File: config.mk
export PLATFORM = sky130hd
export DESIGN_NAME = ofs_plat_prim_burstcount0_tracking_gearbox
export DESIGN_NICKNAME = d
export VERILOG_FILES = /design/src/rtl/ofs_plat_prim_burstcount0_tracking_gearbox.sv
export SDC_FILE = /design/constraint.sdc
export NUM_CORES = 1
export LEC_CHECK = 0
export ABC_CLOCK_PERIOD_IN_PS = 3700
export BUFFER_PORTS_ARGS = -buffer_cell sky130_fd_sc_hd__buf_2
export CAP_MARGIN = 20
export CORE_AREA = 2 2 97 99
export DETAILED_ROUTE_END_ITERATION = 8
export DIE_AREA = 0 0 99 101
export PLACE_DENSITY = 0.8
export SYNTH_ARGS = -nofsm -noshare
export SYNTH_HDL_FRONTEND = slang
export SYNTH_SLANG_ARGS = --single-unit
File: constraint.sdc
create_clock -name clk -period 3.7 [get_ports clk]
set_input_delay 0.74 -clock clk [delete_from_list [all_inputs] [get_ports clk]]
set_output_delay 0.74 -clock clk [all_outputs]
set_load 0.01 [all_outputs]
File: src/rtl/ofs_plat_prim_burstcount0_tracking_gearbox.sv
// Splits 0-origin source bursts into sink-sized pieces, honouring page and natural-alignment
// limits together, and tags each piece with SOP/EOP and a split index for response merging.
module ofs_plat_prim_burstcount0_tracking_gearbox #(
    parameter int ADDR_WIDTH         = 42,
    parameter int SOURCE_BURST_WIDTH = 8,
    parameter int SINK_BURST_WIDTH   = 3,
    parameter int NATURAL_ALIGNMENT  = 0,
    parameter int PAGE_SIZE          = 64,
    parameter int USER_WIDTH         = 8
) (
    input  logic                          clk,
    input  logic                          reset,

    input  logic                          m_valid,
    output logic                          m_ready,
    input  logic [ADDR_WIDTH-1:0]         m_addr,
    input  logic [SOURCE_BURST_WIDTH-1:0] m_burstcount,
    input  logic [USER_WIDTH-1:0]         m_user,

    output logic                          s_valid,
    input  logic                          s_ready,
    output logic [ADDR_WIDTH-1:0]         s_addr,
    output logic [SINK_BURST_WIDTH-1:0]   s_burstcount,
    output logic [USER_WIDTH-1:0]         s_user,
    output logic                          s_sop,
    output logic                          s_eop,
    output logic [SOURCE_BURST_WIDTH:0]   s_split_idx
);

    localparam int RW       = SOURCE_BURST_WIDTH + 1;
    localparam int SW       = SINK_BURST_WIDTH;
    localparam int SINK_MAX = 2 ** SW;

    typedef enum logic {StIdle, StActive} state_t;

    state_t                  state_q;
    logic [ADDR_WIDTH-1:0]   cur_addr_q;
    logic [RW-1:0]           rem_beats_q;
    logic [USER_WIDTH-1:0]   user_q;
    logic [RW-1:0]           split_idx_q;

    // All lengths are 1-origin and never exceed SINK_MAX.
    logic [SW:0] cap_len, page_len, nat_len, piece_len;

    always_comb begin
        cap_len = (rem_beats_q >= RW'(SINK_MAX)) ? (SW+1)'(SINK_MAX) : rem_beats_q[SW:0];
    end

    if (PAGE_SIZE != 0) begin : g_page
        localparam int PB = $clog2(PAGE_SIZE);
        logic [PB:0] room;
        always_comb begin
            room     = (PB+1)'(PAGE_SIZE) - {1'b0, cur_addr_q[PB-1:0]};
            page_len = (room >= (PB+1)'(SINK_MAX)) ? (SW+1)'(SINK_MAX) : room[SW:0];
        end
    end else begin : g_no_page
        assign page_len = (SW+1)'(SINK_MAX);
    end

    if (NATURAL_ALIGNMENT != 0) begin : g_nat
        // Walk powers of two upward while the address stays aligned and the piece still fits.
        always_comb begin
            logic aligned;
            aligned = 1'b1;
            nat_len = (SW+1)'(1);
            for (int k = 0; k <= SW; k++) begin
                if (aligned && ((((SW+1)'(1)) << k) <= cap_len)) begin
                    nat_len = ((SW+1)'(1)) << k;
                end
                if (k < SW) begin
                    aligned = aligned & ~cur_addr_q[k];
                end
            end
        end
    end else begin : g_no_nat
        assign nat_len = (SW+1)'(SINK_MAX);
    end

    always_comb begin
        piece_len = cap_len;
        if (page_len < piece_len) piece_len = page_len;
        if (nat_len < piece_len) piece_len = nat_len;
    end

    assign s_valid      = (state_q == StActive);
    assign s_addr       = cur_addr_q;
    assign s_burstcount = SW'(piece_len - (SW+1)'(1));
    assign s_user       = user_q;
    assign s_sop        = (split_idx_q == '0);
    assign s_eop        = (RW'(piece_len) == rem_beats_q);
    assign s_split_idx  = split_idx_q;

    // Accepting alongside the final handshake keeps back-to-back requests bubble-free.
    assign m_ready = !reset && ((state_q == StIdle) || (s_valid && s_ready && s_eop));

    always_ff @(posedge clk) begin
        if (reset) begin
            state_q     <= StIdle;
            cur_addr_q  <= '0;
            rem_beats_q <= '0;
            user_q      <= '0;
            split_idx_q <= '0;
        end else if (m_valid && m_ready) begin
            state_q     <= StActive;
            cur_addr_q  <= m_addr;
            rem_beats_q <= RW'(m_burstcount) + RW'(1);
            user_q      <= m_user;
            split_idx_q <= '0;
        end else if (s_valid && s_ready) begin
            cur_addr_q  <= cur_addr_q + ADDR_WIDTH'(piece_len);
            rem_beats_q <= rem_beats_q - RW'(piece_len);
            split_idx_q <= split_idx_q + RW'(1);
            if (s_eop) state_q <= StIdle;
        end
    end

endmodule

==> results summary, run 1 <==
The die covers 0.0100 mm². Sorting the synthesized cells by area gives the leading types as sky130_fd_sc_hd__dfxtp_1 35%, sky130_fd_sc_hd__nor2_1 6.9%, sky130_fd_sc_hd__xnor2_1 6.8%, sky130_fd_sc_hd__nand2_1 5.7%, sky130_fd_sc_hd__xor2_1 5.5%. The layout has 663 filler cells. The die is 101 µm tall.

Among all stages on the critical path, the largest delay is contributed by sky130_fd_sc_hd__or4_4. The area of combinational cells with multiple inputs came out at 0.00285 mm². The register-to-register setup slack is -0.39 ns. The routed wire length per instance is 16.1 µm.

The number of global-route vias before repair was 4426. The detailed router finished its first iteration with 320 violations. TritonCTS built the clock tree. Setup repair after global routing could not meet its margin everywhere. The final count of hold timing violations came to 0. For this run, the number of Yosys warnings is 0. The peak ir drop on the vdd network is 0.184 mV. The first-pass iteration count of the detailed router came out at 5. The number of antenna violations at the first check in global routing came out at 0. The synthesis-to-finish area growth is 53.0%.

The share of synthesized area in the top cell type comes to 0.347. The cell count after synthesis is 502. The area of all placed cells without fillers came out at 0.00610 mm². Routability-driven placement finished with a final weighted congestion of 0.883. The sum of negative setup slack came out at -19.69 ns. In this run the cell area measured after placement is 0.00520 mm². The time the worst path needs with I/O delays and setup is 4.24 ns. After detailed routing, no signal wire sits above met4. The run finished, with violations left.

The worst setup path is captured at an output port. The clock passes through at most 2 buffers. The root buffer cell chosen for the clock tree is sky130_fd_sc_hd__clkbuf_8. The total length of routed met3 wires is 842 µm. The worst path arrival time came out at 3.50 ns.

The I/O pin total came out at 128. The detailed router put a total of 5330 µm of wire on met1. The maximum number of pins on one net before global-route repair is 53. The worst endpoint required time is 2.96 ns. The net count of the mapped netlist is 583. After synthesis the netlist holds a flip-flop and latch count of 69. The number of nets with antenna violations after routing is 0. The count of buffering cells on the critical path with inverters included came out at 1.

The fraction of final layout cells sized beyond drive strength 1 is 0.443. Setup violations remaining at the end of the flow were counted as 72. The largest driver fanout on the critical path came out at 3. The mean instance size in the synthesized netlist is 7.94 µm². The HPWL after detailed placement is 8600 µm. The starting density of the core is 0.444.

The async set-or-reset flop fraction in the synthesized netlist is 0. The ratio of total power to cell area is 367 mW/mm². The worst slew margin relative to its limit came out at 0.471.

The clock tree synthesis step divided the H-tree into 3 levels. In this design, the stage delay of the slowest critical-path cell is 0.55 ns. The final clock period utilization by the worst path came out at 1.15. The leakage power of the design is 2.57 nW. The quantity of I/O buffers inserted on ports is 127.

After global routing the overflow that remains totals 0. The final reports fail on negative setup slack. Summed over all layers, the routed wires come to 13100 µm. The clock skew is 0.0134 ns. The cell occurring most often along the worst timing path is sky130_fd_sc_hd__nor2_2.

For the worst-skew pair, the clock arrives at the later sink with an insertion delay of 0.36 ns. The worst setup path is of the reg2out kind. The number of clock buffers inserted by TritonCTS is 9. The cell class contributing the biggest share of worst-path delay is simple AND/OR/NAND/NOR gates. The detailed-routed wire length on met2 came out at 6700 µm. After detailed routing, the number of remaining DRC violations is 0.

The share of the Yosys chip area taken by registers is 0.347. The smallest setup slack after layout came out at -0.539 ns. The overall global routing resource usage is 0.245. Traced cell by cell, the critical path runs through or4_4 > nor3_4 > nand2_2 > ha_2 > nor2_1 > nor2_2 > nor2_2 > nor2_4 > mux2i_2 > and2_4 > ha_4 > and4_4 > a41oi_4 > nor2_2 > buf_2.

The synthesized design contains 0 enable-type register cells. Summing every instance area after synthesis gives 0.00398 mm². The number of rows in the core area came out at 35. After floorplanning, the core was sized to cover 0.00898 mm².

For this run, the leading register cell type out of synthesis is sky130_fd_sc_hd__dfxtp_1. STA classifies the critical path startpoint as a flip-flop. The clock net in this run drives a total of 69 sinks. The pin slew with the least headroom to its limit came out at 0.787 ns. The overall via count from detail_route came out at 4469.

The number of antenna repair diodes is 0. The number of max-cap violations is 0. Clock-pin slew was measured on the worst setup and hold paths at 0.08 ns.

The highest clock rate is 0.236 GHz. The largest total area in the synthesized netlist belongs to sky130_fd_sc_hd__dfxtp_1. The max-slew violation count is 0. The final net count is 782.

The x dimension of the die is 99 µm. The number of vias per cell after detailed routing came out at 5.48. The design draws 2.24 mW.

Leaving out fill and tap cells, the most frequent cells in the layout are 127 x sky130_fd_sc_hd__buf_2, 66 x sky130_fd_sc_hd__dfxtp_1, 64 x sky130_fd_sc_hd__buf_4. The min-delay analysis places its worst path in the category reg2reg. Summing all flip-flop and latch instances after layout gives 0.00139 mm². The library cell used most frequently in the layout, excluding fill and tap cells, is sky130_fd_sc_hd__buf_2. The first-pass GRT wire length came out at 20300 µm. The count of different cell masters after synthesis is 47.
[per-stage QoR]
step                hold WS [ns]   util  cells  setup WS, ns
floorplan                  0.481      -    502       -0.0215
global placement           0.439  0.579    772        -0.177
detailed placement         0.450  0.579    772        -0.249
CTS                        0.462  0.638    799        -0.452
global route               0.479  0.679    816        -0.673
finish                     0.462  0.679    816        -0.539
[synth_stat cells, drive strengths merged (3+ instances only)]
cell    number
a311oi       4
a31oi        3
and2         5
nand3       23
a21oi       19
nor2        75
xnor2       32
o211ai       5
inv         22
xor2        25
buf          8
nand2b       3
nand2       61
clkbuf      14
nor3        14
a211oi      29
nand4       17
o21ai       19
nor2b        4
ha          17
dfxtp       69
nor4         5
mux2i        3
and4         6
and3         3
[sequential cells by signal (all words and copies together), names as in the netlist]
| register | flops |
|---|---|
| rem_beats_q | 9 |
| s_split_idx | 9 |
| s_user | 8 |
| s_valid | 1 |
| s_addr | 42 |
[worst paths after layout]
path / start / end / cells past startpoint
max: rem_beats_q[4]$_SDFFE_PP0P_ / m_ready / 15
min: s_user[1]$_SDFFE_PP0P_ / s_user[1]$_SDFFE_PP0P_ / 2
max reg2reg: rem_beats_q[4]$_SDFFE_PP0P_ / s_addr[2]$_SDFFE_PP0P_ / 20
min reg2reg: s_user[1]$_SDFFE_PP0P_ / s_user[1]$_SDFFE_PP0P_ / 2
[layout make-up]
cell class | count | share of cell area
multi-input combinational | 389 | 0.467
timing repair buffer | 210 | 0.233
sequential | 69 | 0.228
tap | 111 | 0.0228
clock buffer | 10 | 0.0226
clock inverter | 5 | 0.0137
inverter | 22 | 0.0135
[report_power, final]
part,internal [mW],total (mW),switching [mW]
Clock,0.397,0.709,0.312
Combinational,0.330,0.667,0.337
Sequential,0.800,0.863,0.0626
Total,1.53,2.24,0.712
[worst min-delay path: stages, from the launching register on]
cell	delay [ns]
sky130_fd_sc_hd__dfxtp_1	0.31
sky130_fd_sc_hd__nand2_1	0.05
sky130_fd_sc_hd__a21oi_1	0.05
[layer usage]
layer  vias up  track usage
li1       2147            -
met1      2108        0.302
met2       191        0.426
met3        23       0.0409
met4         0       0.0948
met5         -            0
[what timing repair did]
item                                    in CTS  in global routing
resized for setup                           45                 50
gates cloned                                 0                  3
pin swaps                                   37                  6
endpoints found under the hold margin        0                  0
hold buffers                                 0                  0
buffers inserted                            12                 14
endpoints found under the setup margin      72                 73
[logic make-up after synthesis]
group,Yosys count,share of synthesized area
muxes,3,0.00754
and+or+nand+nor,222,0.264
xor gates and xnor gates,57,0.127
AOI/OAI and AO/OA,88,0.148
buffers and inverters,44,0.0430
DFF,69,0.347
adders and majority gates,19,0.0634
Note: power is estimated with default switching activity, not from simulation.
==> inputs of run 2 (changes only) <==
--- a/config.mk
+++ b/config.mk
@@ -15,3 +15,4 @@
 export SYNTH_ARGS = -nofsm -noshare
 export SYNTH_HDL_FRONTEND = slang
 export SYNTH_SLANG_ARGS = --single-unit
+export TNS_END_PERCENT = 30
==> run 2 against run 1 <==
- the run still ends with negative setup slack left
- critical path depth stayed put
- setup slack worse by 0.16 ns
- non-clock buffer count is 13 lower
- via count is 2.4% lower
- wire length is 2.5% lower
- utilization is 2.4 points lower
- largest power group unchanged
==> results summary, run 2 (synthesis results as in run 1) <==
The overall global routing resource usage is 0.245 (+0.000444). The number of flip-flops under the largest register name came out at 42 (unchanged). The number of cells on the worst hold path is 2 (unchanged). The worst path arrival time came out at 3.66 ns (+0.16 ns). The time the worst path needs with I/O delays and setup came out at 4.40 ns (+0.158 ns). The area of the core is 0.00898 mm² (unchanged).

Walking the worst path, the cells encountered are or4_4 > nor3_4 > nand2_2 > ha_4 > inv_4 > o21ai_4 > a21oi_4 > nor2_4 > mux2i_4 > nand2_2 > ha_4 > and4_4 > a41oi_2 > nor2_1 > buf_2. The number of nets with antenna violations after routing is 0 (unchanged). The critical path is of the reg2out type.

For this design, the slowest cell found on the critical path is sky130_fd_sc_hd__or4_4. The delay of the slowest cell on the worst path is 0.55 ns (about the same). The tree is rooted in a sky130_fd_sc_hd__clkbuf_8. The highest clock rate is 0.227 GHz (-3.6%). The setup violation total in the final timing report came out at 73 (+1.4%).

In the layout the commonest cells are 126 x sky130_fd_sc_hd__buf_2, 67 x sky130_fd_sc_hd__nor2_1, 66 x sky130_fd_sc_hd__dfxtp_1. The first-pass iteration count of the detailed router came to 5 (unchanged). The number of global-route vias before repair came out at 4302 (-2.8%). The number of rows in the core area came out at 35 (unchanged).

Setup repair after global routing could not meet its margin everywhere. TritonCTS built the clock tree. Leaving out fill and tap cells, the most frequent cell in the layout is sky130_fd_sc_hd__buf_2. The global routing met2 resource utilization came to 0.439 (+0.0125). The routed wire length per instance came out at 15.9 µm (-1.1%). The x dimension of the die is 99 µm (unchanged).

The worst endpoint required time is 2.96 ns (about the same). The die height came to 101 µm (unchanged). The violation count after the first detailed-route iteration came to 209 (-35%).

The final estimated routing congestion in global placement came out at 0.894 (+1.3%). The length in cells of the worst reg-to-reg path is 18 (-10%). The final count of hold timing violations is 0 (unchanged). The number of buffers on the longest clock path was 2 (unchanged). The number of fill cells in the layout came out at 695 (+4.8%). The leakage power of the design came out at 2.48 nW (-3.6%). The worst setup path is captured at an output port. The smallest setup slack after layout came out at -0.697 ns (-0.158 ns). The I/O pin total is 128 (unchanged). The DRC violations left is 0 (unchanged).

The maximum number of pins on one net before global-route repair is 30 (-43%). The number of clock buffers inserted by TritonCTS came to 9 (unchanged). The quantity of I/O buffers inserted on ports was 127 (unchanged). The clock skew came out at 0.0103 ns (-0.00313 ns). The global-route congestion overflow total came out at 0 (unchanged).

The number of antenna violations at the first check in global routing is 0 (unchanged). The overall via count from detail_route came out at 4363 (-2.4%). The peak ir drop on the vdd network came out at 0.216 mV (+17%). The detailed-route wire length is 12800 µm (-2.5%). The min-delay analysis places its worst path in the category reg2reg.

The die area is 0.0100 mm² (unchanged). The clock transition at the registers of the reported paths came out at 0.08 ns (about the same). The final reports fail on negative setup slack. The sum of negative setup slack is -18.28 ns (+1.41 ns).

The flow ran to the end, but the final reports show violations. The final clock period utilization by the worst path came to 1.19 (+0.0426). The number of vias per cell after detailed routing is 5.43 (-0.91%). The final net count came to 769 (-1.7%).

The largest driver fanout on the critical path came out at 3 (unchanged). The count of clock tree sinks came to 69 (unchanged). The maximum level of the CTS H-tree came out at 3 (unchanged).

The overall power after layout was 2.19 mW (-2.4%). The area growth from synthesis to layout is 47.6%. The max-slew violation count came to 0 (unchanged). The element type at the critical path start is a flip-flop. The pin slew with the least headroom to its limit came out at 0.515 ns (-0.271 ns). The worst slew margin relative to its limit is 0.657 (+0.186).

The number of antenna repair diodes is 0 (unchanged). The clock latency reported for the late side of the worst-skew pair came out at 0.36 ns (about the same). The met1 global-route usage came out at 0.278 (-0.0241). The fraction of final layout cells sized beyond drive strength 1 is 0.398 (-0.0443). The first-pass GRT wire length came to 19800 µm (-2.5%). The layer with the highest usage is met2. The half-perimeter wire length after placement is 8810 µm (+2.5%). The number of max-cap violations came to 0 (unchanged). The ratio of total power to cell area is 372 mW/mm² (+1.2%). The fraction of met3 tracks used by global routing came out at 0.0555 (+0.0146).

The starting density of the core is 0.444 (unchanged).
==> run 2: final timing paths <==
path | startpoint | end | slack (ns)
worst max-delay path | rem_beats_q[7]$_SDFFE_PP0P_ | m_ready | -0.70
worst min-delay path | s_user[7]$_SDFFE_PP0P_ | s_user[7]$_SDFFE_PP0P_ | 0.45
worst max register to register | rem_beats_q[7]$_SDFFE_PP0P_ | s_addr[12]$_SDFFE_PP0P_ | -0.44
worst min register to register | s_user[7]$_SDFFE_PP0P_ | s_user[7]$_SDFFE_PP0P_ | 0.45
==> run 2: stage by stage <==
step                      instance area [µm²]  instances  setup WS [ns]  hold WS (ns)   util
after floorplan                          4070        502        -0.0215         0.481      -
after global placement                   5200        769         -0.161         0.440  0.579
after detailed placement                 5200        769         -0.386         0.447  0.579
after CTS                                5710        800         -0.567         0.454  0.636
after global routing                     5880        804         -0.785         0.475  0.655
final                                    5880        804         -0.697         0.452  0.655
==> run 2: area by class of cell <==
class	count	area, µm²	share of cell area
Clock buffer	12	135	0.0230
Clock inverter	4	72.6	0.0123
Inverter	22	85.1	0.0145
Multi-Input combinational cell	389	2760	0.469
Sequential cell	69	1390	0.235
Tap cell	111	139	0.0236
Timing Repair Buffer	197	1300	0.222
==> run 2: what timing repair did <==
item | 4_1_cts | 5_1_grt
hold buffers | 0 | 0
resized for setup | 34 | 34
setup buffers | 15 | 5
pin swaps | 32 | 24
gates cloned | 1 | 1
setup endpoints to repair | 72 | 74
==> run 2: per-layer routing <==
metal,part of all wire,vias to the layer above
li1,-,2121
met1,0.41,2053
met2,0.51,159
met3,0.058,30
met4,0.024,0
met5,0,-
==> run 2: worst max-delay path: cells and delay by family, from the launching register on <==
kind	cells	cell delay [ns]
AND/OR/NAND/NOR	7	1.57
adder cells (fa/ha/maj)	2	0.58
flip-flops	1	0.33
AO/OA/AOI/OAI	3	0.32
multiplexers	1	0.28
buffers and inverters	2	0.20
==> run 2: power breakdown <==
group	internal, mW	switching (mW)	total (mW)
registers	0.800	0.0621	0.862
clock network	0.380	0.306	0.685
logic	0.315	0.323	0.639
total	1.50	0.691	2.19
==> inputs of run 3 (changes only) <==
--- a/config.mk
+++ b/config.mk
@@ -8,10 +8,10 @@
 export ABC_CLOCK_PERIOD_IN_PS = 3700
 export BUFFER_PORTS_ARGS = -buffer_cell sky130_fd_sc_hd__buf_2
 export CAP_MARGIN = 20
-export CORE_AREA = 2 2 97 99
+export CORE_AREA = 2 2 82 116
 export DETAILED_ROUTE_END_ITERATION = 8
-export DIE_AREA = 0 0 99 101
-export PLACE_DENSITY = 0.8
+export DIE_AREA = 0 0 84 118
+export PLACE_DENSITY = 0.81
 export SYNTH_ARGS = -nofsm -noshare
 export SYNTH_HDL_FRONTEND = slang
 export SYNTH_SLANG_ARGS = --single-unit
==> run 3 against run 2 <==
- the flow still finishes with violations (negative setup slack)
- final cell count rose by 2.1%
- sequential share of layout area fell by 2.3 points
- sequential power rose by 0.8%
- fmax is 2.3% lower
- register-to-register slack lost 0.27 ns
- clock power is 26% higher
- clock skew is 0.00077 ns lower
- critical endpoint unchanged
- via count rose by 10%
- cell area increased by 11%
- first-iteration DRC count rose by 63%
- highest routed layer unchanged
- non-clock buffer count grew 21
- setup slack lost 0.10 ns
==> results summary, run 3 (synthesis results as in run 1) <==
The die height came out at 118 µm (+17%). The number of rows in the core area came out at 41 (+17%). The ratio of total power to cell area was 386 mW/mm² (+3.8%). The pin slew with the least headroom to its limit came to 0.725 ns (+0.210 ns). The clock skew is 0.00949 ns (-0.000770 ns). In the layout the commonest cells are 128 x sky130_fd_sc_hd__buf_2, 65 x sky130_fd_sc_hd__dfxtp_1, 60 x sky130_fd_sc_hd__buf_4. Setup repair after global routing could not meet its margin everywhere. The worst path arrival time is 3.76 ns (+0.10 ns).

The element type at the critical path start is a flip-flop. The flow ran to the end, but the final reports show violations. Leaving out fill and tap cells, the most frequent cell in the layout is sky130_fd_sc_hd__buf_2. The final reports fail on negative setup slack. The routed wire length per instance is 18.4 µm (+16%). The end-of-flow core utilization came to 0.734 (+0.0789). The max-slew violation count was 0 (unchanged).

The half-perimeter wire length after placement is 8730 µm (-0.87%). The x dimension of the die is 84 µm (-15%). The area of all placed cells without fillers was 0.00652 mm² (+11%). The count of clock tree sinks was 69 (unchanged).

The worst slew margin relative to its limit was 0.517 (-0.140). The clock latency reported for the late side of the worst-skew pair was 0.34 ns (-0.02 ns). The setup violation total in the final timing report was 74 (+1.4%). The number of global-route vias before repair was 4480 (+4.1%). The number of flip-flops under the largest register name came out at 42 (unchanged).

The number of instances in the placed design came to 760 (-1.2%). The final clock period utilization by the worst path came to 1.22 (+0.0283). The largest driver fanout on the critical path is 3 (unchanged).

The detailed-route wire length is 15100 µm (+18%). The violation count after the first detailed-route iteration came out at 341 (+63%). The final count of hold timing violations came out at 0 (unchanged). The smallest setup slack after layout is -0.801 ns (-0.105 ns).

The final net count came out at 790 (+2.7%). The number of nets with antenna violations after routing came out at 0 (unchanged). Clock tree synthesis selected as its root buffer the cell sky130_fd_sc_hd__clkbuf_16. The die area came out at 0.00991 mm² (-0.87%). The number of clock buffers inserted by TritonCTS is 9 (unchanged). The maximum number of pins on one net before global-route repair came out at 53 (+77%). The length in cells of the worst reg-to-reg path is 24 (+6). The starting density of the core was 0.449 (+0.00513). The peak ir drop on the vdd network came to 0.324 mV (+50%).

By startpoint and endpoint, the worst setup path is classified as reg2out. The highest clock rate is 0.222 GHz (-2.3%). The global-route congestion overflow total is 0 (unchanged). The path class of the tightest hold or removal check is reg2reg. The overall global routing resource usage came out at 0.253 (+0.00775). The area of the core was 0.00887 mm² (-1.1%). The quantity of I/O buffers inserted on ports is 127 (unchanged). The first-pass iteration count of the detailed router came out at 6 (+1). The area after detailed placement is 0.00513 mm² (-1.3%). The number of buffers on the longest clock path is 2 (unchanged). The DRC violations left is 0 (unchanged). The I/O pin total came out at 128 (unchanged). The first-pass GRT wire length is 20500 µm (+3.8%).

Compared with the post-synthesis result, the final layout area differs by 63.5%. The time the worst path needs with I/O delays and setup is 4.50 ns (+0.105 ns). The clock transition at the registers of the reported paths is 0.06 ns (-0.02 ns). The number of antenna repair diodes came out at 0 (unchanged).

The final hold slack came out at 0.466 ns (+0.0135 ns). The number of vias per cell after detailed routing came out at 5.86 (+8.0%). The number of max-cap violations came out at 0 (unchanged). The endpoint kind of the worst setup timing path is an output port. The leakage power of the design came out at 2.77 nW (+12%). The number of cells on the worst hold path is 2 (unchanged).

The number of antenna violations at the first check in global routing came out at 0 (unchanged). TritonCTS built the clock tree. The post-placement worst setup slack came out at -0.432 ns (-0.0460 ns).

The final estimated routing congestion in global placement came to 0.870 (-2.7%). The final cell count without fillers came out at 821 (+2.1%). The maximum level of the CTS H-tree came out at 3 (unchanged). The fraction of final layout cells sized beyond drive strength 1 came to 0.497 (+0.0989). The overall via count from detail_route is 4810 (+10%). The worst endpoint required time came to 2.96 ns (about the same).
run 3: cell types whose count changed in the layout (fill, tap and decap cells not counted), moves of 7 or more:
cell / before / now
sky130_fd_sc_hd__nand2_4: 1 / 8
sky130_fd_sc_hd__nor2_2: 5 / 21
sky130_fd_sc_hd__clkbuf_16: 0 / 13
sky130_fd_sc_hd__nor2_1: 67 / 47
sky130_fd_sc_hd__buf_6: 4 / 18
sky130_fd_sc_hd__nand2_1: 56 / 43
sky130_fd_sc_hd__clkbuf_8: 9 / 1
run 3: per-stage QoR:
step | power (mW) | TNS (ns)
after floorplan | 1.17 | -0.108
after detailed placement | 1.40 | -20.04
after CTS | 2.33 | -19.73
after global placement | 1.38 | -2.60
after global routing | 2.60 | -49.51
final | 2.51 | -38.05
run 3: timing repair:
action,4_1_cts,5_1_grt
hold buffers,0,0
pin swaps,34,62
gates cloned,0,6
setup endpoints to repair,72,74
gates resized for setup,43,109
setup buffers,23,18
run 3: metal layers:
| metal | share of wire | GRT usage | routed length, µm |
|---|---|---|---|
| met5 | 0 | 0 | 0 |
| met4 | 0.055 | 0.141 | 824 |
| met3 | 0.054 | 0.0477 | 813 |
| met2 | 0.54 | 0.457 | 8090 |
| met1 | 0.36 | 0.272 | 5380 |
run 3: path summary, 6_finish.rpt:
path / from / to / slack (ns)
hold reg to reg: s_user[7]$_SDFFE_PP0P_ / s_user[7]$_SDFFE_PP0P_ / 0.47
hold / removal: s_user[7]$_SDFFE_PP0P_ / s_user[7]$_SDFFE_PP0P_ / 0.47
setup / recovery: rem_beats_q[7]$_SDFFE_PP0P_ / m_ready / -0.80
setup reg to reg: rem_beats_q[7]$_SDFFE_PP0P_ / s_addr[13]$_SDFFE_PP0P_ / -0.71
run 3: power breakdown:
| part | total (mW) | internal, mW | switching [mW] | leakage (nW) |
|---|---|---|---|---|
| logic | 0.780 | 0.391 | 0.389 | 2.05 |
| clock network | 0.866 | 0.538 | 0.327 | 0.143 |
| registers | 0.869 | 0.802 | 0.0665 | 0.570 |
run 3: area by class of cell:
class	count	area, µm²
inverter	22	85.1
sequential	69	1390
tap	107	134
clock buffer	12	246
multi-input combinational	389	3070
fill	606	2360
timing repair buffer	218	1540
clock inverter	4	47.5
run 3: critical path, stage by stage, from the launching register on:
cell                      delay, ns
sky130_fd_sc_hd__dfxtp_2       0.32
sky130_fd_sc_hd__or4_4         0.56
sky130_fd_sc_hd__nor3_4        0.26
sky130_fd_sc_hd__nand2_2       0.14
sky130_fd_sc_hd__ha_4          0.30
sky130_fd_sc_hd__inv_2         0.05
sky130_fd_sc_hd__o21ai_4       0.19
sky130_fd_sc_hd__a21oi_4       0.07
sky130_fd_sc_hd__nor2_4        0.17
sky130_fd_sc_hd__mux2i_2       0.31
sky130_fd_sc_hd__nand2_2       0.12
sky130_fd_sc_hd__ha_4          0.28
sky130_fd_sc_hd__and4_4        0.22
sky130_fd_sc_hd__a41oi_2       0.12
sky130_fd_sc_hd__nor2_2        0.15
sky130_fd_sc_hd__buf_2         0.15
